--- config.mk ---
export PLATFORM = sky130hd
export DESIGN_NAME = mem_arbiter
export DESIGN_NICKNAME = d
export VERILOG_FILES = /design/src/rtl/mem_arbiter.sv
export SDC_FILE = /design/constraint.sdc
export NUM_CORES = 1
export LEC_CHECK = 0
export CAP_MARGIN = 20
export CORE_AREA = 2 2 119 121
export CTS_CLUSTER_SIZE = 16
export DETAILED_ROUTE_END_ITERATION = 8
export DIE_AREA = 0 0 121 123
export GPL_ROUTABILITY_DRIVEN = 0
export PLACE_DENSITY = 0.62
export RECOVER_POWER = 25
export SYNTH_ARGS = -nofsm -noshare
export SYNTH_HDL_FRONTEND = slang
export SYNTH_SLANG_ARGS = --single-unit
--- constraint.sdc ---
create_clock -name clk -period 3.4 [get_ports clk]
set_clock_uncertainty 0.15 [all_clocks]
set_input_delay 0.51 -clock clk [delete_from_list [all_inputs] [get_ports clk]]
set_output_delay 0.51 -clock clk [all_outputs]
set_load 0.02 [all_outputs]
--- src/rtl/mem_arbiter.sv ---
`default_nettype none
// ============================================================================
// mem_arbiter: shares one data memory between the MEM stage (A) and the DMA
// port (B), with priority to A, a starvation guard and a B burst lock.
// Revision: 1.0
// ============================================================================
module mem_arbiter #(
   parameter int XLEN         = 32,
   parameter int STARVE_LIMIT = 4
) (
   input  logic            clk,
   input  logic            rst,
   input  logic            a_req,
   input  logic [XLEN-1:0] a_addr,
   input  logic [XLEN-1:0] a_wdata,
   input  logic            a_write,
   input  logic [1:0]      a_size,
   input  logic            a_unsigned,
   output logic            a_gnt,
   output logic            a_rvalid,
   output logic [XLEN-1:0] a_rdata,
   input  logic            b_req,
   input  logic [XLEN-1:0] b_addr,
   input  logic [XLEN-1:0] b_wdata,
   input  logic            b_write,
   input  logic [1:0]      b_size,
   input  logic            b_unsigned,
   input  logic            b_lock,
   output logic            b_gnt,
   output logic            b_rvalid,
   output logic [XLEN-1:0] b_rdata,
   output logic            mem_en,
   output logic [XLEN-1:0] mem_addr,
   output logic [XLEN-1:0] mem_write_data,
   output logic            mem_write,
   output logic [1:0]      mem_size,
   output logic            mem_load_unsigned,
   input  logic [XLEN-1:0] mem_read_data
);

   typedef enum logic [0:0] {
      IDLE   = 1'b0,
      B_LOCK = 1'b1
   } state_t;

   localparam logic [3:0] STARVE_MAX = 4'(STARVE_LIMIT);

   state_t     state_q, state_d;
   logic [3:0] starve_cnt_q, starve_cnt_d;
   logic       a_rvalid_q, a_rvalid_d;
   logic       b_rvalid_q, b_rvalid_d;

   always_ff @(posedge clk) begin
      if (rst) begin
         state_q      <= IDLE;
         starve_cnt_q <= '0;
         a_rvalid_q   <= 1'b0;
         b_rvalid_q   <= 1'b0;
      end else begin
         state_q      <= state_d;
         starve_cnt_q <= starve_cnt_d;
         a_rvalid_q   <= a_rvalid_d;
         b_rvalid_q   <= b_rvalid_d;
      end
   end

   // Grants are suppressed while rst is high so nothing reaches memory in reset.
   always_comb begin
      a_gnt   = 1'b0;
      b_gnt   = 1'b0;
      state_d = state_q;
      if (!rst) begin
         case (state_q)
            IDLE: begin
               if (b_req && (starve_cnt_q == STARVE_MAX)) b_gnt = 1'b1;
               else if (a_req)                            a_gnt = 1'b1;
               else if (b_req)                            b_gnt = 1'b1;
               if (b_gnt && b_lock) state_d = B_LOCK;
            end
            B_LOCK: begin
               b_gnt = b_req;
               if (!(b_req && b_lock)) state_d = IDLE;
            end
            default: state_d = IDLE;
         endcase
      end
   end

   always_comb begin
      starve_cnt_d = starve_cnt_q;
      if (b_gnt || !b_req || (state_q == B_LOCK)) starve_cnt_d = '0;
      else if (a_gnt && (starve_cnt_q != STARVE_MAX)) starve_cnt_d = starve_cnt_q + 4'd1;
   end

   always_comb begin
      a_rvalid_d = a_gnt && !a_write;
      b_rvalid_d = b_gnt && !b_write;
   end

   always_comb begin
      mem_en            = a_gnt | b_gnt;
      mem_addr          = '0;
      mem_write_data    = '0;
      mem_write         = 1'b0;
      mem_size          = 2'b00;
      mem_load_unsigned = 1'b0;
      if (a_gnt) begin
         mem_addr          = a_addr;
         mem_write_data    = a_wdata;
         mem_write         = a_write;
         mem_size          = a_size;
         mem_load_unsigned = a_unsigned;
      end else if (b_gnt) begin
         mem_addr          = b_addr;
         mem_write_data    = b_wdata;
         mem_write         = b_write;
         mem_size          = b_size;
         mem_load_unsigned = b_unsigned;
      end
   end

   // An outstanding load is dropped as soon as rst is seen, not one edge later.
   always_comb begin
      a_rvalid = a_rvalid_q && !rst;
      b_rvalid = b_rvalid_q && !rst;
      a_rdata  = a_rvalid ? mem_read_data : '0;
      b_rdata  = b_rvalid ? mem_read_data : '0;
   end

endmodule
`default_nettype wire

==> run_results.csv <==
group,metric,value,unit
outcome,outcome,"finished clean",
sta,setup_ws,0.138,ns
yosys,synth_top_cell_by_area,"o32ai_2",
clock_tree,clock_latency,0.23,ns
pwr,power.leakage,0.00247,uW
grt,grt_use_total,15.1,%
place,placed_area,6040,um2
final_layout,fin_cells,815,
drt,route.detailed.wl_per_inst,15.3,um
yosys,yosysWarnings,0,
floorplan,core,13600,um2
clock_tree,cts_tree,"yes",
place,port_buffers,309,
job,cap_violations,0,
clock_tree,cts_sinks,7,
sta,worst_slew_pin_slew,0.518,ns
clock_tree,cts_buffers,3,
clock_tree,ctsLongestPathBuffers,2,
clock_tree,postCtsSetupRepairBufs,0,
clock_tree,h-tree-depth,1,
setup_path,worstSetupEndpointType,"output port",
sta,slew_viol_final,0,
final_layout,fillers,1330,
yosys,synth.distinct_cells,21,
clock_tree,cts_hold_buf,0,
yosys,synth_nets,516,
yosys,synth_cells,341,
hold_path,hold_class,"reg -> reg",
drt,first_pass_iters,4,
yosys,ys.flop_type,"dfxtp_1",
floorplan,die_w,121,um
sta,min_period_over_period,95.9,%
pwr,peakVddDrop,0.200,mV
yosys,synth_common_cells,"nand2b_1 (71), inv_1 (70), o32ai_2 (68), and2_1 (64), clkbuf_1 (14)",
place,place_hpwl,10.6,mm
place,placedCellCount,811,
yosys,synth.area.top_cells,"o32ai_2 (40%), nand2b_1 (16%), and2_1 (15%), inv_1 (9.6%), dfxtp_1 (5.1%)",
sta,hold_viol,0,
floorplan,initial_core_util,20.2,%
yosys,postSynth.asyncResetShare,0,%
drt,viasPerCell,4.25,
setup_path,critPathLaunchType,"register",
grt,grt_pass1_vias,3420,
final_layout,area_growth,123,%
drt,post-route-drc-count,0,
grt,antenna_found_initial,0,
final_layout,drive_gt1_share,14.5,%
sta,fmax,307,MHz
sta,tns,0,ns
setup_path,crit_fanout,29,
sta,rsz0062_at_grt,"false",
grt,grt-ovfl-total,0,
clock_tree,clock_tree.root_cell,"clkbuf_16",
yosys,synth_top_area_share,40.3,%
final_layout,finalCoreUtilization,45.0,%
yosys,avgSynthCellArea,8.05,um2
yosys,netlist_area,2750,um2
floorplan,num_rows,43,
setup_path,cp_data_required_time,2.74,ns
setup_path,worstPathArrival,2.60,ns
drt,ant_nets,0,
clock_tree,clk_pin_slew,0.03,ns
final_layout,design_area,6120,um2
sta,finalSetupViolCount,0,
setup_path,crit_type,"reg -> out",
drt,vias,3462,
grt,grt_max_degree,41,
yosys,ys_seq_area_share,5.10,%
drt,drt_iter0_markers,66,
place,dp_slack,0.177,ns
grt,grt_pass1_wl,18.0,mm
pwr,power_density,157,nW/um2
final_layout,fin_nets,811,
final_layout,antenna-diode-count,0,
floorplan,num_io_pins,310,
floorplan,die_h,123,um
yosys,yosysMostFrequentCell,"nand2b_1",
floorplan,fp.dieArea,14900,um2
sta,min_period,3.26,ns
yosys,synth_edf_count,0,
yosys,synth_seq_cells,7,
drt,wl,12.5,mm
sta,max-slew-margin-rel,65.5,%
## worst max-delay path, stage by stage (launching register included)
cell and delay, ns:
dfxtp_1 0.37, inv_1 0.06, ha_1 0.22, and3b_1 0.26, a21o_4 0.35, buf_12 0.23
o32ai_2 0.22, clkdlybuf4s50_1 0.65
## worst paths after layout
check                  startpoint               to  slack, ns  cells past startpoint
setup / recovery  starve_cnt_q[0]      mem_addr[0]       0.14                      7
hold / removal    starve_cnt_q[0]  starve_cnt_q[0]       0.35                      1
setup reg to reg  starve_cnt_q[0]       b_rvalid_q       1.69                      6
hold reg to reg   starve_cnt_q[0]  starve_cnt_q[0]       0.35                      1
## state kept, by name (all words and copies together), names as in the netlist
signal / flops
starve_cnt_q: 4
a_rvalid_q: 1
b_rvalid_q: 1
state_q: 1
## report_power, final
part / leakage (uW) / switching [uW] / internal, uW / total, uW
clock network: 0.0000382 / 42.2 / 156 / 198
registers: 0.0000569 / 0.917 / 84.4 / 85.4
logic: 0.00238 / 285 / 391 / 676
total: 0.00247 / 328 / 632 / 960
## what timing repair did
| item | 4_1_cts | 5_1_grt |
|---|---|---|
| endpoints found under the setup margin | 0 | 3 |
| endpoints found under the hold margin | 0 | 0 |
| resized for setup | 0 | 3 |
## per-stage QoR
step | total power, uW | hold slack (ns)
after CTS | 977 | 0.348
after floorplan | 402 | 0.305
after global routing | 1010 | 0.377
after global placement | 768 | 0.320
after detailed placement | 775 | 0.342
final | 960 | 0.345
## cell type report
cell class	count	area, um2	share of cell area (%)
multi-input cells	227	2120	34.7
flip-flops and latches	7	140	2.29
inverters	70	263	4.29
clock buffers	4	78.8	1.29
repair buffers	327	3290	53.8
well taps	180	225	3.68
## cell families (layout without fill, tap and decap cells)
| family | after synthesis | in the layout | share of synthesized area [%] |
|---|---|---|---|
| and+or+nand+nor | 153 | 153 | 34.4 |
| buffers and inverters | 107 | 401 | 18.1 |
| AOI/OAI and AO/OA | 71 | 71 | 41.1 |
| DFF | 7 | 7 | 5.10 |
| adders and majority gates | 2 | 2 | 0.911 |
| muxes | 1 | 1 | 0.365 |
## cells in the final DEF, fill, tap and decap left out, drive strengths merged
master	count
clkdlybuf4s50	278
nand2b	71
inv	70
o32ai	68
and2	64
dlygate4sd3	27
buf	17
dfxtp	7
nor2	6
clkbuf	6
nor2b	3
nor3	3
dlymetal6s2s	3
nand3b	2
nor3b	2
ha	2
and3b	1
a21o	1
o21ai	1
a21oi	1
nand3	1
mux2i	1
## routing by layer
layer | global-route usage, % | share of wire, % | vias up
met1 | 16.3 | 36 | 1549
met3 | 3.69 | 9.7 | 6
met5 | 0 | 0 | -
met2 | 30.0 | 54 | 184
met4 | 2.25 | 0.62 | 0
li1 | - | - | 1723
No activity file was read; power rests on OpenSTA's default activity.
==> edit 1: new RTL, same flow settings <==
The parameter `XLEN` goes from 32 to 28.
--- a/src/rtl/mem_arbiter.sv
+++ b/src/rtl/mem_arbiter.sv
@@ -6,5 +6,5 @@
 // ============================================================================
 module mem_arbiter #(
-   parameter int XLEN         = 32,
+   parameter int XLEN         = 28,
    parameter int STARVE_LIMIT = 4
 ) (
Interface: changed (9 resized); port bits go from 310 to 274. No check against the original RTL was run, so the function may have changed too.
==> edit 1 against the unedited design <==
  * Routed wire length fell by 19%
  * Power down 8.1%
  * Design area fell by 12%
  * Setup slack worse by 0.022 ns
  * Sequential cell count unchanged
  * Combinational power fell by 12%
  * First-iteration DRC count is 24% lower
  * Synthesized area fell by 11%
  * Non-clock buffer count down 44
  * Critical path type is now primary input to output pin
  * Largest cell class unchanged
  * Largest power group unchanged
  * Highest routed layer unchanged
==> edit 1: results <==
group,metric,value,unit
global_route,met1_usage,12.9,%
power_and_ir_drop,irDropWorstVdd,175,uV
place,io_buffer_count,273,
logic_synthesis,netlist_top_cells_count,"nand2b_1 (63), inv_1 (62), o32ai_2 (58)",
place,placed_cell_area,5340,um^2
logic_synthesis,syn_nets,460,
logic_synthesis,post_synth_num_cell_types,23,
power_and_ir_drop,leakagePower,2.06,nW
sta,hold_ws,0.340,ns
status,status,"finished, final reports clean",
cts,cts-root-buf,"clkbuf_16",
sta,slew-limit-headroom,40.1,%
finish,fin_nets,715,
detailed_routing,dr_total_vias,3122,
global_route,grt_usage,12.7,%
global_route,grt_util_met3,3.27,%
finish,drive_gt1_share,13.2,%
finish,antenna_cells,0,
worst_setup_path,rr_endpoint,"state_q",
detailed_routing,wire_per_inst,13.7,um
worst_setup_path,r2r_slack,1.62,ns
global_route,grt_pass1_wl,15200,um
worst_setup_path,reg2reg_depth,6,
global_route,antenna_found_initial,0,
worst_setup_path,crit_arrival,2.62,ns
detailed_routing,drt_iter0_drc,50,
place,dp_hpwl,8380,um
logic_synthesis,seq_area_frac_synth,5.75,%
place,place_ws,0.161,ns
logic_synthesis,ys_top_cells_by_area,"o32ai_2 (39%), nand2b_1 (16%), and2_1 (14%), inv_1 (9.5%), dfxtp_1 (5.7%)",
global_route,grt_start_max_net_pins,49,
logic_synthesis,avgSynthCellArea,8.00,um^2
finish,final_cells,739,
global_route,met2_usage,24.7,%
edit 1: where the power goes:
group	internal (mW)	switching, mW
registers	0.0844	0.000863
clock network	0.156	0.0469
logic	0.343	0.250
edit 1: cell type report:
cell class,instances,area [um^2]
clock buffer,4,78.8
sequential,7,140
timing repair buffer,283,2860
inverter,62,233
multi-input combinational,203,1880
tap,180,225
fill,1352,8200
edit 1: worst max-delay path: stages:
cell             delay, ns
dlygate4sd3_1         0.57
nand2b_1              0.13
a21o_4                0.25
buf_12                0.18
o32ai_2               0.28
clkdlybuf4s50_1       0.67
edit 1: cell families (layout without fill, tap and decap cells):
group,count (synthesis),in the layout,synth area share (%)
AO/OA/AOI/OAI,63,63,40.3
adder cells (fa/ha/maj),2,2,1.03
buffers and inverters,95,349,17.9
flip-flops,7,7,5.75
multiplexers,1,1,0.410
AND/OR/NAND/NOR,137,137,34.6
edit 1: worst max-delay path by stage:
| stage | start | to | slack [ns] | depth (start not counted) |
|---|---|---|---|---|
| 2_1_floorplan | starve_cnt_q[0] | mem_addr[22] | 1.03 | 6 |
| 3_3_place_gp | a_req | mem_write_data[9] | 0.20 | 6 |
| 3_5_place_dp | a_req | mem_write_data[9] | 0.16 | 6 |
| 4_1_cts | starve_cnt_q[0] | mem_write_data[9] | 0.11 | 7 |
| 5_1_grt | rst | b_rdata[4] | 0.03 | 5 |
| 6_report | a_req | mem_write_data[9] | 0.12 | 6 |
edit 1: per-layer routing:
metal	wire length (um)	part of all wire, %
met1	3610	36
met2	5070	50
met3	1150	11
met4	268	2.7
met5	0	0
==> edit 2: new RTL, config.mk and constraints unchanged <==
Without the edit above. Reset style: asynchronous (`rst`), changed in one clocked block.
--- a/src/rtl/mem_arbiter.sv
+++ b/src/rtl/mem_arbiter.sv
@@ -51,5 +51,5 @@
    logic       b_rvalid_q, b_rvalid_d;
 
-   always_ff @(posedge clk) begin
+   always_ff @(posedge clk or posedge rst) begin
       if (rst) begin
          state_q      <= IDLE;
Function: no difference found for any inputs over 10 cycles, from zero or initial values and one cycle with rst high; that may be too few to reach the edited logic, so the function may still have changed.
==> edit 2 against the unedited design <==
  * Routed wire length up 0.23%
  * Register-to-register slack worse by 0.21 ns
  * Final cell count up 0.37%
  * Hold slack better by 0.060 ns
  * Setup slack better by 0.061 ns
  * First-iteration DRC count up 100%
  * Sequential cell count unchanged
  * Power down 3.7%
  * Synthesized cell count up 2.3%
  * Critical path depth down 1
  * Synthesized area down 25%
  * Design area down 10%
  * Critical path type is now primary input to output pin
  * Largest power group unchanged
==> edit 2: results <==
group,metric,value,unit
detailed_routing,drt_iter0_drc,134,
power_and_ir_drop,comb-power,0.630,mW
logic_synthesis,ys_async_sr_fraction,100,%
power_and_ir_drop,switching_share,35.3,%
place,placed_cell_area,5440,um^2
sta,post-route-min-period,3.20,ns
finish,drive_gt1_share,3.13,%
sta,slew-limit-headroom,67.5,%
logic_synthesis,ys_top_cells_by_area,"o32ai_1 (29%), and2_1 (19%), inv_1 (13%), nand2_1 (13%), dfrtp_1 (8.5%)",
logic_synthesis,netlist_top_cells_count,"inv_1 (72), nand2_1 (70), o32ai_1 (68)",
detailed_routing,drt_wl_total,12500,um
worst_setup_path,rr_endpoint,"starve_cnt_q[3]",
logic_synthesis,ys.flop_type,"dfrtp_1",
worst_setup_path,crit_start,"a_req",
place,place_ws,0.190,ns
worst_hold_path,hold_depth,2,
finish,fin_nets,814,
worst_setup_path,r2r_slack,1.48,ns
global_route,grt_usage,15.4,%
logic_synthesis,synth_compound_area_share,33.0,%
sta,hold_ws,0.405,ns
status,status,"finished, final reports clean",
logic_synthesis,synth_top_family_by_area,"simple AND/OR/NAND/NOR gates",
power_and_ir_drop,clk-power,0.206,mW
logic_synthesis,seq_area_frac_synth,8.51,%
worst_setup_path,endpoint,"mem_write_data[23]",
worst_setup_path,cp_slowest_stage_delay,0.68,ns
worst_setup_path,reg2reg_depth,5,
logic_synthesis,muxShareOfSynthArea,0,%
logic_synthesis,post_synth_num_cell_types,27,
edit 2: cell count changes after synthesis, moves of 4 or more:
| cell | before | now |
|---|---|---|
| o32ai_2 | 68 | 0 |
| o32ai_1 | 0 | 68 |
| clkbuf_1 | 14 | 35 |
| dfxtp_1 | 7 | 0 |
| dfrtp_1 | 0 | 7 |
| buf_2 | 8 | 1 |
| a211oi_1 | 0 | 4 |
| buf_4 | 7 | 0 |
| nand2_1 | 0 | 70 |
| buf_6 | 8 | 0 |
| nor2_1 | 6 | 1 |
| o21ai_0 | 0 | 4 |
| nand2b_1 | 71 | 2 |
edit 2: final cells by class:
class	count	share of cell area, %
well taps	180	4.09
flip-flops and latches	7	3.18
clock buffers	4	1.43
repair buffers	321	59.3
inverters	73	4.98
multi-input cells	233	27.1
edit 2: layer usage:
metal	global-route usage (%)	share of wire, %	wire, um	vias up
met5	0	0	0	-
met4	5.16	2.6	323	0
met3	4.06	10	1260	19
met2	29.2	50	6300	217
met1	16.6	37	4610	1632
li1	-	-	-	1755
